==> src/rtl/dphy_lprx_mlane.sv <==
// Multi-lane D-PHY low-power receiver state machine.
// Synchronises each lane's LP_Dp/LP_Dn, recognises HS and escape entry,
// times the prepare/settle windows and reports broken or stalled start-up.
module dphy_lprx_mlane #(
    parameter int NUM_LANES      = 2,
    parameter int SYNC_STAGES    = 2,
    parameter int CNT_W          = 5,
    parameter int D_TERM_EN_TIME = 6,
    parameter int HS_SETTLE_TIME = 14,
    parameter int RQST_TIMEOUT   = 20
) (
    input  logic                 LPRX_CLK,
    input  logic                 RxRst_n,
    input  logic [NUM_LANES-1:0] LPEnable,
    input  logic [NUM_LANES-1:0] LP_Dp,
    input  logic [NUM_LANES-1:0] LP_Dn,
    output logic [NUM_LANES-1:0] HSRX_EN,
    output logic [NUM_LANES-1:0] RX_TERM_EN,
    output logic [NUM_LANES-1:0] ESC_EN,
    output logic [NUM_LANES-1:0] LANE_STOP,
    output logic [NUM_LANES-1:0] ERR_SOT,
    output logic                 ALL_HS
);

    typedef enum logic [3:0] {
        ST_STOP, ST_HS_RQST, ST_HS_PRPR, ST_HS_TERM, ST_HS_ACTIVE,
        ST_ESC_RQST, ST_ESC_GO, ST_ESC_CONF, ST_ESC_ACTIVE, ST_WAIT_STOP
    } lane_state_e;

    localparam logic [1:0] LP_00 = 2'b00;
    localparam logic [1:0] LP_01 = 2'b01;
    localparam logic [1:0] LP_10 = 2'b10;
    localparam logic [1:0] LP_11 = 2'b11;

    // Windows of 0 or 1 both collapse to a single cycle (last count 0).
    localparam logic [CNT_W-1:0] PRPR_LAST  = (D_TERM_EN_TIME > 1) ? CNT_W'(D_TERM_EN_TIME - 1) : '0;
    localparam logic [CNT_W-1:0] TERM_LAST  = (HS_SETTLE_TIME > 1) ? CNT_W'(HS_SETTLE_TIME - 1) : '0;
    localparam logic [CNT_W-1:0] RQST_LAST  = (RQST_TIMEOUT > 1) ? CNT_W'(RQST_TIMEOUT - 1) : '0;
    localparam logic [CNT_W-1:0] CNT_MAX    = '1;
    localparam bit               TIMEOUT_EN = (RQST_TIMEOUT != 0);

    logic [NUM_LANES-1:0] dp_pipe [SYNC_STAGES];
    logic [NUM_LANES-1:0] dn_pipe [SYNC_STAGES];
    logic [1:0]           lp      [NUM_LANES];
    lane_state_e          state_q [NUM_LANES];
    lane_state_e          state_d [NUM_LANES];
    logic [CNT_W-1:0]     cnt_q   [NUM_LANES];
    logic [CNT_W-1:0]     cnt_d   [NUM_LANES];
    logic [NUM_LANES-1:0] rqst_to;
    logic [NUM_LANES-1:0] err_q;
    logic [NUM_LANES-1:0] err_d;

    // Line synchronisers, preset to LP-11 so reset never looks like a request.
    // NOTE: sequential state uses non-blocking assignments so every flop samples pre-edge values.
    always_ff @(posedge LPRX_CLK or negedge RxRst_n) begin
        if (!RxRst_n) begin
            // NOTE: these arrays are a handful of flops, not a RAM, so resetting them is cheap and required.
            for (int s = 0; s < SYNC_STAGES; s++) begin
                dp_pipe[s] <= '1;
                dn_pipe[s] <= '1;
            end
        end else begin
            dp_pipe[0] <= LP_Dp;
            dn_pipe[0] <= LP_Dn;
            for (int s = 1; s < SYNC_STAGES; s++) begin
                dp_pipe[s] <= dp_pipe[s-1];
                dn_pipe[s] <= dn_pipe[s-1];
            end
        end
    end

    // Per-lane synchronised line state and request-timeout strobe.
    always_comb begin
        // NOTE: every combinational output gets a default first so no latch is inferred.
        rqst_to = '0;
        for (int i = 0; i < NUM_LANES; i++) begin
            lp[i]      = {dp_pipe[SYNC_STAGES-1][i], dn_pipe[SYNC_STAGES-1][i]};
            rqst_to[i] = TIMEOUT_EN && (cnt_q[i] == RQST_LAST);
        end
    end

    // Next-state, error and counter logic for each lane.
    always_comb begin
        err_d = '0;
        for (int i = 0; i < NUM_LANES; i++) begin
            state_d[i] = state_q[i];
            cnt_d[i]   = cnt_q[i];
            case (state_q[i])
                ST_STOP: begin
                    if (lp[i] == LP_01)      state_d[i] = ST_HS_RQST;
                    else if (lp[i] == LP_10) state_d[i] = ST_ESC_RQST;
                    else if (lp[i] == LP_00) begin state_d[i] = ST_WAIT_STOP; err_d[i] = 1'b1; end
                end
                ST_HS_RQST: begin
                    if (lp[i] == LP_00)      state_d[i] = ST_HS_PRPR;
                    else if (lp[i] == LP_11) state_d[i] = ST_STOP;
                    else if (lp[i] == LP_10 || rqst_to[i]) begin state_d[i] = ST_WAIT_STOP; err_d[i] = 1'b1; end
                end
                ST_HS_PRPR: begin
                    if (lp[i] == LP_11)              state_d[i] = ST_STOP;
                    else if (cnt_q[i] == PRPR_LAST)  state_d[i] = ST_HS_TERM;
                end
                ST_HS_TERM: begin
                    if (lp[i] == LP_11)              state_d[i] = ST_STOP;
                    else if (cnt_q[i] == TERM_LAST)  state_d[i] = ST_HS_ACTIVE;
                end
                ST_ESC_RQST: begin
                    if (lp[i] == LP_00)      state_d[i] = ST_ESC_GO;
                    else if (lp[i] == LP_11) state_d[i] = ST_STOP;
                    else if (lp[i] == LP_01 || rqst_to[i]) begin state_d[i] = ST_WAIT_STOP; err_d[i] = 1'b1; end
                end
                ST_ESC_GO: begin
                    if (lp[i] == LP_01)      state_d[i] = ST_ESC_CONF;
                    else if (lp[i] == LP_11) state_d[i] = ST_STOP;
                    else if (lp[i] == LP_10 || rqst_to[i]) begin state_d[i] = ST_WAIT_STOP; err_d[i] = 1'b1; end
                end
                ST_ESC_CONF: begin
                    if (lp[i] == LP_00)      state_d[i] = ST_ESC_ACTIVE;
                    else if (lp[i] == LP_11) state_d[i] = ST_STOP;
                    else if (lp[i] == LP_10 || rqst_to[i]) begin state_d[i] = ST_WAIT_STOP; err_d[i] = 1'b1; end
                end
                ST_HS_ACTIVE, ST_ESC_ACTIVE, ST_WAIT_STOP: begin
                    if (lp[i] == LP_11) state_d[i] = ST_STOP;
                end
                default: state_d[i] = ST_STOP;
            endcase

            // A disabled lane is parked in STOP with a cleared counter.
            if (!LPEnable[i]) begin
                state_d[i] = ST_STOP;
                err_d[i]   = 1'b0;
            end

            if (!LPEnable[i] || (state_d[i] != state_q[i])) cnt_d[i] = '0;
            else if (cnt_q[i] != CNT_MAX)                   cnt_d[i] = cnt_q[i] + 1'b1;
        end
    end

    // Lane state, counter and error-pulse registers.
    always_ff @(posedge LPRX_CLK or negedge RxRst_n) begin
        if (!RxRst_n) begin
            err_q <= '0;
            for (int i = 0; i < NUM_LANES; i++) begin
                state_q[i] <= ST_STOP;
                cnt_q[i]   <= '0;
            end
        end else begin
            err_q <= err_d;
            for (int i = 0; i < NUM_LANES; i++) begin
                state_q[i] <= state_d[i];
                cnt_q[i]   <= cnt_d[i];
            end
        end
    end

    // Moore output decode plus the aggregate all-lanes-HS flag.
    always_comb begin
        HSRX_EN    = '0;
        RX_TERM_EN = '0;
        ESC_EN     = '0;
        LANE_STOP  = '0;
        ALL_HS     = |LPEnable;
        for (int i = 0; i < NUM_LANES; i++) begin
            HSRX_EN[i]    = (state_q[i] == ST_HS_ACTIVE);
            RX_TERM_EN[i] = (state_q[i] == ST_HS_TERM) || (state_q[i] == ST_HS_ACTIVE);
            ESC_EN[i]     = (state_q[i] == ST_ESC_ACTIVE);
            LANE_STOP[i]  = (state_q[i] == ST_STOP);
            if (LPEnable[i] && (state_q[i] != ST_HS_ACTIVE)) ALL_HS = 1'b0;
        end
    end

    assign ERR_SOT = err_q & LPEnable;

endmodule

==> config.mk <==
export PLATFORM = sky130hd
export DESIGN_NAME = dphy_lprx_mlane
export DESIGN_NICKNAME = d
export VERILOG_FILES = /design/src/rtl/dphy_lprx_mlane.sv
export SDC_FILE = /design/constraint.sdc
export NUM_CORES = 1
export LEC_CHECK = 0
export CORE_MARGIN = 4
export CORE_UTILIZATION = 53
export DETAILED_ROUTE_END_ITERATION = 8
export HOLD_SLACK_MARGIN = 0.1
export PLACE_DENSITY = 0.77
export SLEW_MARGIN = 20
export SYNTH_ARGS = -nofsm -noshare
export SYNTH_HDL_FRONTEND = slang
export SYNTH_SLANG_ARGS = --single-unit
==> constraint.sdc <==
create_clock -name LPRX_CLK -period 2.25 [get_ports LPRX_CLK]
set_input_delay 0.225 -clock LPRX_CLK [delete_from_list [all_inputs] [get_ports LPRX_CLK]]
set_output_delay 0.225 -clock LPRX_CLK [all_outputs]
set_load 0.02 [all_outputs]
==> flow_summary.ini <==
[detailed_routing]
drc = 0
drt-total-wl_mm = 6.628
wl_per_cell_um = 17.49
drtPass1Iterations = 5
via_per_inst = 6.686
route.antenna.remaining_nets = 0
num_vias = 2534
dr.first_iter.drc_count = 550

[global_route]
antenna_found_initial = 0
globalRouteTotalUtil_pct = 23.61
grt_pass1_wl_mm = 10.29
grt_overflow = 0
grt_pass1_vias = 2178
grt_max_degree = 29

[clock_network]
cts-hold-fix-buffers = 0
cts.htree.levels = 1
root_buffer = clkbuf_8
clock_latency_ps = 280
cts_tree = built
cts_made_buffers = 3
clk_pin_slew_ps = 100
cts_max_path_buffers = 2
cts.sink_count = 28

[synth]
yosysSeqAreaShare_pct = 30.72
syn_inst = 284
synth_edf_count = 0
yosysWarnings = 0
syn_area_per_cell_um2 = 8.146
syn_nets = 298
synthFlopType = dfrtp_1
ys_async_sr_fraction_pct = 100.0
synth_cell_types = 61
syn_area_um2 = 2313
ys_seq_elements = 28

[outcome]
violations = negative setup slack
outcome = finished with violations

[finish]
final_cell_mix = buf_4 (40), nor2_1 (23), nand2_1 (23)
drive_gt1_share_pct = 28.57
final_nets = 344
diodes = 0
final_common_cell = buf_4
syn2layout_area_growth_pct = 33.37
finalInstanceArea_um2 = 3085

[floorplan]
dieWidth_um = 74.07
die_y_um = 74.07
start_util_pct = 56.22
floorplan.core_area_um2 = 4115
rows = 23
ioPinCount = 19
dieArea_um2 = 5486

[sta]
rsz0062_at_grt = yes
maxSlewHeadroom_pct = 61.44
period_needed_ps = 2250
fin_crit_sh_pct = 100.0
finalSetupViolCount = 1
tightest_slew_ps = 563.8
final-hold-violation-count = 0
holdWs_ps = 306.6
skew_ps = 8.456
layout_setup_ws_ps = -0.3493
fmax_ghz = 0.4444
slew_viol_final = 0

[job]
max_cap_violations = 0

[placed_design]
gp_congestion = 1.028
portBuffers = 18
dpl_cell_area_um2 = 2763
hpwl_mm = 4.508

[power_and_ir_drop]
p_leak_nw = 1.258
switchingPower_mw = 0.7144
swShare_pct = 38.05
p_seq_share_pct = 32.5
power_density_nw_per_um2 = 608.5
power.share.clock_pct = 21.2
fin_total_pwr_mw = 1.877
p_int_mw = 1.163
pwr-share-comb_pct = 46.2
ir_drop_mv = 0.4581

[worst_setup_path]
cp_slowest_cell = or4_4
cp_cell_sequence = ha_4, and4bb_4, maj3_2, or4_4, o21ai_4, nor2_4, nor4_1
worstSetupPathType = register to register
startpoint_type = register
worstPathArrival_ps = 2430
crit_family = simple AND/OR/NAND/NOR gates
cp.required_ps = 2430
max_stage_delay_ps = 460
cp_max_fo = 5
crit_buf_inv = 0
endpoint_kind = register

[hold_path]
hp-class = primary input to async pin
## cells by family (layout without fill, tap and decap cells)
| family | after synthesis | count (layout) | share of synthesized area, % |
|---|---|---|---|
| fa+ha+maj | 9 | 9 | 4.597 |
| xor+xnor | 8 | 8 | 3.029 |
| simple gates | 120 | 120 | 29.37 |
| compound gates | 83 | 83 | 24.23 |
| mux | 6 | 6 | 2.650 |
| buf+inv | 30 | 75 | 5.409 |
| flops | 28 | 28 | 30.72 |
## what timing repair did
| action | CTS | global route |
|---|---|---|
| setup endpoints to repair | 9 | 15 |
| buffers inserted | 0 | 5 |
| gates resized for setup | 8 | 38 |
| pin swaps | 1 | 16 |
| endpoints found under the hold margin | 0 | 0 |
## cell type report
class | count | area, µm²
Fill cell | 290 | 1030
Sequential cell | 28 | 714.4
Timing Repair Buffer | 60 | 520.5
Clock inverter | 1 | 30.03
Inverter | 11 | 41.29
Multi-Input combinational cell | 226 | 1675
Clock buffer | 3 | 41.29
Tap cell | 50 | 62.56
## power groups by stage
stage | combinational, mW | clock [mW] | sequential, mW
final | 0.868 | 0.398 | 0.611
after global routing | 0.937 | 0.423 | 0.616
after CTS | 0.726 | 0.402 | 0.605
after detailed placement | 0.714 | 0 | 0.612
after global placement | 0.705 | 0 | 0.610
after floorplan | 0.485 | 0 | 0.582
## worst paths after layout
path	startpoint	end	slack, ps	cells past startpoint
worst max-delay path	cnt_q[1]	cnt_q[3]	-0.3	7
worst min-delay path	RxRst_n	err_q[1]	310	2
worst max register to register	cnt_q[1]	cnt_q[3]	-0.3	7
worst min register to register	dp_pipe[2]	dp_pipe[0]	350	0
max in group asynchronous	RxRst_n	dp_pipe[3]	1630	2
min in group LPRX_CLK	LP_Dn[1]	dn_pipe[3]	350	1
## worst reg2reg max path, delay by kind of cell, from the launching register on
kind	cells	cell delay, ps
and+or+nand+nor	4	1030
adders and majority gates	2	490
DFF	1	450
AOI/OAI and AO/OA	1	200
## registers in the layout, summed over array words and instances (netlist names)
| signal | count |
|---|---|
| err_q | 2 |
| cnt_q | 10 |
| dp_pipe | 4 |
| dn_pipe | 4 |
| state_q | 8 |
## layer usage
metal / up-vias / part of all wire, % / global-route usage, %
li1: 1150 / - / -
met1: 1170 / 43 / 34.09
met2: 182 / 44 / 36.42
met3: 32 / 10 / 3.514
met4: 0 / 3.0 / 7.445
met5: - / 0 / 0
## stage by stage
| step | setup slack (ps) | instances | utilization (%) | TNS [ps] |
|---|---|---|---|---|
| after floorplan | 137.5 | 284 | - | 0 |
| after CTS | 3.540 | 374 | 69.41 | 0 |
| after global routing | -98.53 | 379 | 74.98 | -584.1 |
| after detailed placement | -64.01 | 370 | 67.13 | -139.1 |
| after global placement | 88.40 | 370 | 67.13 | 0 |
| final | -0.3493 | 379 | 74.98 | -0.3493 |
## synthesized netlist by cell type (5+ instances only)
| cell type | count | area [µm²] |
|---|---|---|
| nand2_1 | 23 | 86.33 |
| buf_2 | 10 | 50.05 |
| xor2_1 | 5 | 43.79 |
| ha_1 | 6 | 75.07 |
| mux2i_1 | 5 | 50.05 |
| nor2_1 | 24 | 90.09 |
| a21oi_1 | 20 | 100.1 |
| a31oi_1 | 8 | 50.05 |
| inv_1 | 10 | 37.54 |
| clkbuf_1 | 7 | 26.28 |
| a2111oi_0 | 5 | 43.79 |
| dfrtp_1 | 20 | 500.5 |
| o21ai_0 | 15 | 75.07 |
| dfstp_2 | 8 | 210.2 |
| nor2b_1 | 9 | 56.30 |
| nor4_1 | 7 | 43.79 |
| nor3_1 | 18 | 90.09 |
(Power assumes the default switching activity.)
==> RTL change (same flow settings) <==
Make the reset (`RxRst_n`) synchronous in 2 clocked blocks.
--- a/src/rtl/dphy_lprx_mlane.sv
+++ b/src/rtl/dphy_lprx_mlane.sv
@@ -54,3 +54,3 @@
     // NOTE: sequential state uses non-blocking assignments so every flop samples pre-edge values.
-    always_ff @(posedge LPRX_CLK or negedge RxRst_n) begin
+    always_ff @(posedge LPRX_CLK) begin
         if (!RxRst_n) begin
@@ -139,3 +139,3 @@
     // Lane state, counter and error-pulse registers.
-    always_ff @(posedge LPRX_CLK or negedge RxRst_n) begin
+    always_ff @(posedge LPRX_CLK) begin
         if (!RxRst_n) begin
Formal check against the unedited RTL: differs if RxRst_n is asserted again (counterexample within 4 cycles, from zero or initial values and one cycle with RxRst_n low); with RxRst_n held inactive, the same outputs for 4 cycles.
==> RTL change against the unedited design <==
  * Sequential cell count unchanged
  * Register-to-register slack improved by 0.18 ns
  * Highest routed layer unchanged
  * Largest cell class unchanged
  * Clock skew decreased by 0.0039 ns
  * Wire length decreased by 11%
  * Count of clock-buffer cells in the layout unchanged
  * Critical path depth decreased by 4
  * Area after synthesis increased by 5.3%
  * Setup slack improved by 0.10 ns
  * Final area decreased by 12%
Power is not compared: it rests on default switching activity, and its combinational part moved more than twofold at a synthesized area within 25%.
==> RTL change: results (changes against the unedited design) <==
fin worst setup slack=0.104 ns (+0.105 ns); WL met1=2.73 mm (-3.9%); first-pass GRT wire length=9.63 mm (-6.4%); Post-synth ARST share=0 (-1.00); aggregate routed wire length=5.92 mm (-11%); Avg Inst Size Synth=7.71 um2 (-5.4%); inverter count=14 (+3); DR WL/cell=15.5 um (-12%); Initial DRC Count=382 (-31%); Final Wtd Congestion=0.968 (-5.8%); status=complete, no violations; Setup WS pre-CTS=0.143 ns (+0.207 ns); worst-case reg-to-reg path depth=6 (-1); reg2reg end=cnt_q[0][0]; Compound-Gate Fraction of Synth Area=0.258 (+0.0161); RR Startpoint=dn_pipe[0][2]; layout cell share with drive strength beyond 1=0.127 (-0.159); hpwl dp=4.44 mm (-1.5%); placed cell area=2640 um2 (-4.4%); min-delay worst type=register to register; r2r setup slk=0.18 ns (+0.18 ns); clk tree area frac=0.0262 (+0.00313); xor/xnor share of the synthesized area=0.0324 (+0.00207); crit-path max cell delay=0.61 ns (+0.15 ns); Met2 Routed Length=2.54 mm (-13%); #MultiIn Comb=249 (+10%); metal3 WL=546 um (-19%); ys flop type=dfxtp_1; multi-input logic area=1650 um2 (-1.6%); Seq/total area=0.207 (-0.0248); Slew @ Worst Pin=0.680 ns (+0.116 ns); worst clock skew=0.00456 ns (-0.00390 ns); Fill cells=388 (+34%); mux cell area share after synthesis=0.0164 (-0.0101); Critical-path top delay cell=clkdlybuf4s50_1; Tap Count=52 (+4.0%); vias in the first global route=2,043 (-6.2%)
## RTL change: changes by cell type after synthesis, sizes merged, moves of 5 or more
cell    delta
dfxtp     +28
dfrtp     -20
nand2b    +11
buf       +10
nor2      +10
dfstp      -8
nand2      -8
nand3      +7
a31oi      -5
## RTL change: worst max path at each step
| stage | from | endpoint | cells after the start |
|---|---|---|---|
| 4_1_cts | state_q[0][2] | ALL_HS | 6 |
| 3_3_place_gp | LPEnable[0] | ALL_HS | 5 |
| 6_report | state_q[0][6] | RX_TERM_EN[1] | 3 |
| 5_1_grt | state_q[0][6] | ALL_HS | 4 |
| 2_1_floorplan | cnt_q[0][5] | cnt_q[0][5] | 8 |
| 3_5_place_dp | LPEnable[0] | cnt_q[0][3] | 7 |
## RTL change: critical path: cells and delay by family, from the launching register on
family | cells | cell delay (ns)
and+or+nand+nor | 1 | 0.44
buffers and inverters | 1 | 0.61
DFF | 1 | 0.45
AOI/OAI and AO/OA | 1 | 0.15
